`src/rtl/fact_pkg.sv`:
```
// rtl/fact_pkg.sv - shared state encodings, register offsets and limits for fact_accel
package fact_pkg;

    typedef enum logic [1:0] {
        IDLE = 2'd0,
        LOAD = 2'd1,
        CALC = 2'd2,
        DONE = 2'd3
    } fact_state_e;

    localparam int ACC_W = 32;
    localparam int N_W   = 4;

    localparam logic [1:0] REG_N      = 2'd0;
    localparam logic [1:0] REG_GO     = 2'd1;
    localparam logic [1:0] REG_STATUS = 2'd2;
    localparam logic [1:0] REG_RESULT = 2'd3;

    localparam int STAT_DONE_BIT = 0;
    localparam int STAT_ERR_BIT  = 1;
    localparam int STAT_BUSY_BIT = 2;
    localparam int STAT_IRQ_BIT  = 3;

    localparam logic [N_W-1:0] FACT_MAX_N = 4'd12;

endpackage

```
`src/rtl/fact_accel_if.sv`:
```
// rtl/fact_accel_if.sv - CPU register bus (write strobe, word offset, write/read data)
interface fact_accel_if;
    logic        we;
    logic [1:0]  a;
    logic [31:0] wd;
    logic [31:0] rd;

    modport master (output we, output a, output wd, input rd);
    modport slave  (input we, input a, input wd, output rd);
endinterface

```
`src/rtl/fact_dp.sv`:
```
// rtl/fact_dp.sv - accumulator/counter datapath: acc <= acc*cnt while cnt > 1
module fact_dp
    import fact_pkg::*;
(
    input  logic             clk,
    input  logic             rst_n,
    input  logic             load,
    input  logic             calc,
    input  logic [N_W-1:0]   n,
    output logic [ACC_W-1:0] acc,
    output logic             cnt_gt1
);

    logic [ACC_W-1:0] acc_q, acc_d;
    logic [N_W-1:0]   cnt_q, cnt_d;

    assign cnt_gt1 = (cnt_q > 4'd1);
    assign acc     = acc_q;

    always_comb begin
        acc_d = acc_q;
        cnt_d = cnt_q;
        if (load) begin
            acc_d = 32'd1;
            cnt_d = n;
        end else if (calc && cnt_gt1) begin
            // only the low 32 bits of the product are kept
            acc_d = acc_q * ACC_W'(cnt_q);
            cnt_d = cnt_q - 4'd1;
        end
    end

    always_ff @(posedge clk or negedge rst_n) begin
        if (!rst_n) begin
            acc_q <= '0;
            cnt_q <= '0;
        end else begin
            acc_q <= acc_d;
            cnt_q <= cnt_d;
        end
    end

endmodule

```
`src/rtl/fact_accel.sv`:
```
// rtl/fact_accel.sv - factorial accelerator: register file + FSM; FACT_IRQ_EN adds irq/irq_pend
module fact_accel
    import fact_pkg::*;
(
    input  logic         clk,
    input  logic         rst,
    fact_accel_if.slave  bus
`ifdef FACT_IRQ_EN
    ,
    output logic         irq
`endif
);

    fact_state_e      state_q, state_d;
    logic [N_W-1:0]   n_q, n_d;
    logic [ACC_W-1:0] result_q, result_d;
    logic             done_q, done_d;
    logic             err_q, err_d;

    logic             go;
    logic             busy;
    logic             enter_done;
    logic             dp_load, dp_calc;
    logic [ACC_W-1:0] acc;
    logic             cnt_gt1;
    logic             irq_pend;
    logic [31:0]      status;
    logic             unused_wd;

    assign go        = bus.we && (bus.a == REG_GO) && bus.wd[0];
    assign busy      = (state_q == LOAD) || (state_q == CALC);
    assign unused_wd = ^bus.wd[31:4];

    fact_dp u_dp (
        .clk     (clk),
        .rst_n   (rst),
        .load    (dp_load),
        .calc    (dp_calc),
        .n       (n_q),
        .acc     (acc),
        .cnt_gt1 (cnt_gt1)
    );

    always_comb begin
        state_d    = state_q;
        n_d        = n_q;
        result_d   = result_q;
        done_d     = done_q;
        err_d      = err_q;
        dp_load    = 1'b0;
        dp_calc    = 1'b0;
        enter_done = 1'b0;

        if (bus.we && (bus.a == REG_N)) begin
            n_d = bus.wd[N_W-1:0];
        end

        case (state_q)
            IDLE, DONE: begin
                if (go) begin
                    done_d = 1'b0;
                    err_d  = 1'b0;
                    if (n_q > FACT_MAX_N) begin
                        // out-of-range N finishes immediately, never touching the datapath
                        state_d    = DONE;
                        err_d      = 1'b1;
                        done_d     = 1'b1;
                        result_d   = '0;
                        enter_done = 1'b1;
                    end else begin
                        state_d = LOAD;
                    end
                end
            end
            LOAD: begin
                dp_load = 1'b1;
                state_d = CALC;
            end
            CALC: begin
                if (cnt_gt1) begin
                    dp_calc = 1'b1;
                end else begin
                    result_d   = acc;
                    done_d     = 1'b1;
                    state_d    = DONE;
                    enter_done = 1'b1;
                end
            end
            default: state_d = IDLE;
        endcase
    end

    always_ff @(posedge clk or negedge rst) begin
        if (!rst) begin
            state_q  <= IDLE;
            n_q      <= '0;
            result_q <= '0;
            done_q   <= 1'b0;
            err_q    <= 1'b0;
        end else begin
            state_q  <= state_d;
            n_q      <= n_d;
            result_q <= result_d;
            done_q   <= done_d;
            err_q    <= err_d;
        end
    end

`ifdef FACT_IRQ_EN
    logic irq_q, irq_d;
    logic irq_pend_q, irq_pend_d;

    always_comb begin
        irq_d      = enter_done;
        irq_pend_d = irq_pend_q;
        if (bus.we && (bus.a == REG_STATUS) && bus.wd[STAT_IRQ_BIT]) begin
            irq_pend_d = 1'b0;
        end
        // a completion in the same cycle as the clear wins
        if (enter_done) begin
            irq_pend_d = 1'b1;
        end
    end

    always_ff @(posedge clk or negedge rst) begin
        if (!rst) begin
            irq_q      <= 1'b0;
            irq_pend_q <= 1'b0;
        end else begin
            irq_q      <= irq_d;
            irq_pend_q <= irq_pend_d;
        end
    end

    assign irq      = irq_q;
    assign irq_pend = irq_pend_q;
`else
    assign irq_pend = 1'b0;
`endif

    always_comb begin
        status                = '0;
        status[STAT_DONE_BIT] = done_q;
        status[STAT_ERR_BIT]  = err_q;
        status[STAT_BUSY_BIT] = busy;
        status[STAT_IRQ_BIT]  = irq_pend;
    end

    always_comb begin
        bus.rd = '0;
        case (bus.a)
            REG_N:      bus.rd = {28'd0, n_q};
            REG_GO:     bus.rd = '0;
            REG_STATUS: bus.rd = status;
            REG_RESULT: bus.rd = result_q;
            default:    bus.rd = '0;
        endcase
    end

endmodule

```
`src/flat_wrapper.sv`:
```
// flat-port wrapper written by rule: the top's interface ports become plain ports
module fact_accel_flat import fact_pkg::*;
  (clk, rst, bus_we, bus_a, bus_wd, bus_rd);
  fact_accel_if bus_i ();
  input  logic clk;
  input  logic rst;
  input wire logic [$bits(bus_i.we)-1:0] bus_we;
  input wire logic [$bits(bus_i.a)-1:0] bus_a;
  input wire logic [$bits(bus_i.wd)-1:0] bus_wd;
  output wire logic [$bits(bus_i.rd)-1:0] bus_rd;
  assign bus_i.we = bus_we;
  assign bus_i.a = bus_a;
  assign bus_i.wd = bus_wd;
  assign bus_rd = bus_i.rd;
  fact_accel u_core (.clk(clk), .rst(rst), .bus(bus_i));
endmodule
```
`config.mk`:
```
export PLATFORM = sky130hd
export DESIGN_NAME = fact_accel_flat
export DESIGN_NICKNAME = d
export VERILOG_FILES = /design/src/rtl/fact_pkg.sv /design/src/rtl/fact_accel_if.sv /design/src/rtl/fact_dp.sv /design/src/rtl/fact_accel.sv /design/src/flat_wrapper.sv
export SDC_FILE = /design/constraint.sdc
export NUM_CORES = 1
export LEC_CHECK = 0
export ABC_AREA = 1
export ABC_CLOCK_PERIOD_IN_PS = 4000
export BUFFER_PORTS_ARGS = -buffer_cell sky130_fd_sc_hd__buf_2
export CAP_MARGIN = 20
export CELL_PAD_IN_SITES_DETAIL_PLACEMENT = 1
export CELL_PAD_IN_SITES_GLOBAL_PLACEMENT = 1
export CORE_MARGIN = 3
export CORE_UTILIZATION = 37
export DETAILED_ROUTE_END_ITERATION = 7
export PLACE_DENSITY_LB_ADDON = 0.3
export SYNTH_ARGS = -nofsm -noshare
export SYNTH_HDL_FRONTEND = slang
export SYNTH_SLANG_ARGS = --single-unit
```
`constraint.sdc`:
```
create_clock -name clk -period 4 [get_ports clk]
set_input_delay 0.2 -clock clk [delete_from_list [all_inputs] [get_ports clk]]
set_output_delay 0.2 -clock clk [all_outputs]
set_load 0.005 [all_outputs]
```
==> load_flow_metrics.sql <==
INSERT INTO impl_metrics (metric_group, metric, value, unit) VALUES
('run_status', 'run_status', 'complete, no violations', ''),
('global_route', 'grt_max_degree', '65', ''),
('clock_network', 'clock-root-buffer', 'clkbuf_16', ''),
('synthesis', 'yosys_register_bits', '76', ''),
('synthesis', 'post-synth-top-area-cell', 'dfrtp_1', ''),
('critical_path', 'critPathMaxStageDelay', '550', 'ps'),
('route', 'drt_iter0_drc', '305', ''),
('layout', 'area_growth', '9.416', '%'),
('synthesis', 'synth_enable_flop_cells', '0', ''),
('layout', 'design.final.nets', '1383', ''),
('global_route', 'grt_first_pass_wirelength', '38.14', 'mm'),
('power', 'net-switching-power', '3.511', 'mW'),
('floorplan', 'row_count', '52', ''),
('critical_path', 'setup.worst_path.end_class', 'flop', ''),
('route', 'route.final.wire_length', '21.81', 'mm'),
('placement', 'pre_cts_slack', '443.1', 'ps'),
('placement', 'placed_cell_area', '0.008387', 'mm2'),
('power', 'comb_power_share', '65.9', '%'),
('synthesis', 'synth_cell_types', '41', ''),
('global_route', 'grt_use_total', '19.60', '%'),
('critical_path', 'start_kind', 'flop', ''),
('synthesis', 'post_synth.cell_area_avg', '6.491', 'um2'),
('power', 'p_int', '2.863', 'mW'),
('sta', 'fin_crit', '3589', 'ps'),
('clock_network', 'numCtsBuffers', '9', ''),
('synthesis', 'top_reg_cell_synth', 'dfrtp_1', ''),
('sta', 'max_slew_margin', '40.44', '%'),
('critical_path', 'crit_arrival', '3830', 'ps'),
('power', 'power.share.clock', '12.8', '%'),
('sta', 'worst_clk_skew', '10.51', 'ps'),
('power', 'power.density', '734.4', 'mW/mm2'),
('sta', 'hold-worst-slack', '99.79', 'ps'),
('sta', 'setup_total_negative_slack', '0', 'ps'),
('layout', 'final_cell_area', '0.008680', 'mm2'),
('route', 'route.detailed.vias_per_inst', '4.727', ''),
('clock_network', 'post_cts.resized_instances', '0', ''),
('layout', 'stdcell_count', '1527', ''),
('critical_path', 'critical_path.max_fanout', '14', ''),
('power', 'power_switching_share', '55.08', '%'),
('clock_network', 'tritoncts_sinks', '76', ''),
('placement', 'placement.io_buffers', '40', ''),
('synthesis', 'seq_area_frac_synth', '23.97', '%'),
('synthesis', 'synth_top_area_cells', 'dfrtp_1, nand2_1, inv_1, fa_1, ha_1', ''),
('synthesis', 'synth_nets', '1353', ''),
('clock_network', 'clkTransAtPathRegs', '70', 'ps'),
('sta', 'fin_ws', '410.7', 'ps'),
('synthesis', 'mappedNetlistArea', '0.007933', 'mm2'),
('power', 'ir_drop', '442.6', 'uV'),
('critical_path', 'timing.critical_path.mode_cell', 'nand2_1', ''),
('sta', 'period_share', '89.73', '%'),
('route', 'drt-pass1-iter-count', '4', ''),
('clock_network', 'skew_pair_late_insertion_delay', '350', 'ps'),
('placement', 'gp_congestion', '0.8917', ''),
('job', 'max_cap_violations', '0', ''),
('clock_network', 'tritoncts', 'yes', ''),
('clock_network', 'cts-htree-levels', '3', ''),
('critical_path', 'cp_cell_sequence', 'buf_4 > nand2_1 > inv_1 > fa_1 > inv_1 > fa_1 > inv_1 > ha_1 > nand2_1 > nor2_1 > nand3_1 > nand3b_1 > nand2_1 > nand2_1 > nand2_1 > nand3_1 > nand2_1', ''),
('critical_path', 'path_class', 'flop to flop', ''),
('synthesis', 'yosys_warnings', '0', ''),
('clock_network', 'number_of_setup_buffers_added_after_cts', '0', ''),
('layout', 'fin_util', '42.08', '%'),
('placement', 'dp.cells', '1510', ''),
('synthesis', 'yosysMostFrequentCell', 'nand2_1', ''),
('synthesis', 'postSynth.asyncResetShare', '100.0', '%'),
('synthesis', 'synth_top_area_share', '23.97', '%'),
('floorplan', 'initial_core_util', '38.46', '%'),
('route', 'ant_nets', '0', ''),
('route', 'remaining_drc_errors', '0', ''),
('floorplan', 'die_x', '152.4', 'um'),
('synthesis', 'netlist_instances', '1222', ''),
('floorplan', 'io-pin-count', '69', '');
## kinds of logic after synthesis
| kind of cell | Yosys count | synth area share (%) |
|---|---|---|
| adders and majority gates | 94 | 20.22 |
| buffers and inverters | 376 | 18.56 |
| xor gates and xnor gates | 2 | 0.2209 |
| DFF | 76 | 23.97 |
| and+or+nand+nor | 559 | 28.56 |
| AOI/OAI and AO/OA | 115 | 8.455 |
## cell type report
cell class                      instances  area, um2
Fill cell                            2743      11950
Multi-Input combinational cell        770       4558
Sequential cell                        76       1902
Inverter                              342       1284
Tap cell                              270      337.8
Timing Repair Buffer                   53      315.3
Clock buffer                            9      225.2
Clock inverter                          7      57.56
## power groups by stage
stage               combinational [mW]  sequential, mW  clock (mW)
global route                      4.94            1.41       0.875
detailed placement                4.24            1.37           0
finish                            4.20            1.36       0.814
CTS                               4.28            1.36       0.844
floorplan                         3.26            1.25           0
global placement                  4.09            1.36           0
## final timing paths
path,start,to,slack [ps],depth (start not counted)
worst max-delay path,u_core.u_dp.cnt_q[3]$_DFFE_PN0P_,u_core.u_dp.acc[27]$_DFFE_PN0P_,410,17
worst min-delay path,bus_wd[2],u_core.n_q[2]$_DFFE_PN0P_,100,3
worst max register to register,u_core.u_dp.cnt_q[3]$_DFFE_PN0P_,u_core.u_dp.acc[27]$_DFFE_PN0P_,410,17
worst min register to register,u_core.result_q[4]$_DFFE_PN0P_,u_core.result_q[4]$_DFFE_PN0P_,520,2
max in group asynchronous,rst,u_core.u_dp.acc[21]$_DFFE_PN0P_,2700,3
min in group asynchronous,rst,u_core.u_dp.acc[9]$_DFFE_PN0P_,430,2
## what timing repair did
action,CTS,global route
hold buffers,1,0
setup endpoints to repair,0,0
endpoints found under the hold margin,47,0
## worst max-delay path, delay by kind of cell (launching register included)
family / cells / cell delay [ps]
adder cells (fa/ha/maj): 3 / 1420
AND/OR/NAND/NOR: 10 / 1280
flip-flops: 1 / 400
buffers and inverters: 4 / 360
## sequential cells by signal, indices dropped and copies added (netlist names)
register,flops
u_core.done_q,1
u_core.result_q,32
u_core.state_q,2
u_core.u_dp.acc,32
u_core.n_q,4
u_core.u_dp.cnt_q,4
u_core.err_q,1
## placed cells by master (no fill, tap or decap), types with 9 or more instances in the layout
| cell | synthesis | routed |
|---|---|---|
| a21oi_1 | 39 | 39 |
| buf_2 | 9 | 39 |
| buf_4 | 1 | 12 |
| clkbuf_16 | 0 | 9 |
| dfrtp_1 | 76 | 76 |
| fa_1 | 57 | 57 |
| ha_1 | 37 | 37 |
| inv_1 | 340 | 340 |
| nand2_1 | 381 | 381 |
| nand3_1 | 78 | 78 |
| nor2_1 | 78 | 78 |
| o21ai_0 | 22 | 22 |
| o21ai_1 | 30 | 30 |
## layer usage
layer	global-route usage (%)	up-vias	wire length, um
li1	-	3646	-
met1	26.58	3459	10520
met2	33.49	89	10340
met3	2.329	24	655
met4	5.006	0	303
met5	0	-	0
(Power assumes the default switching activity.)
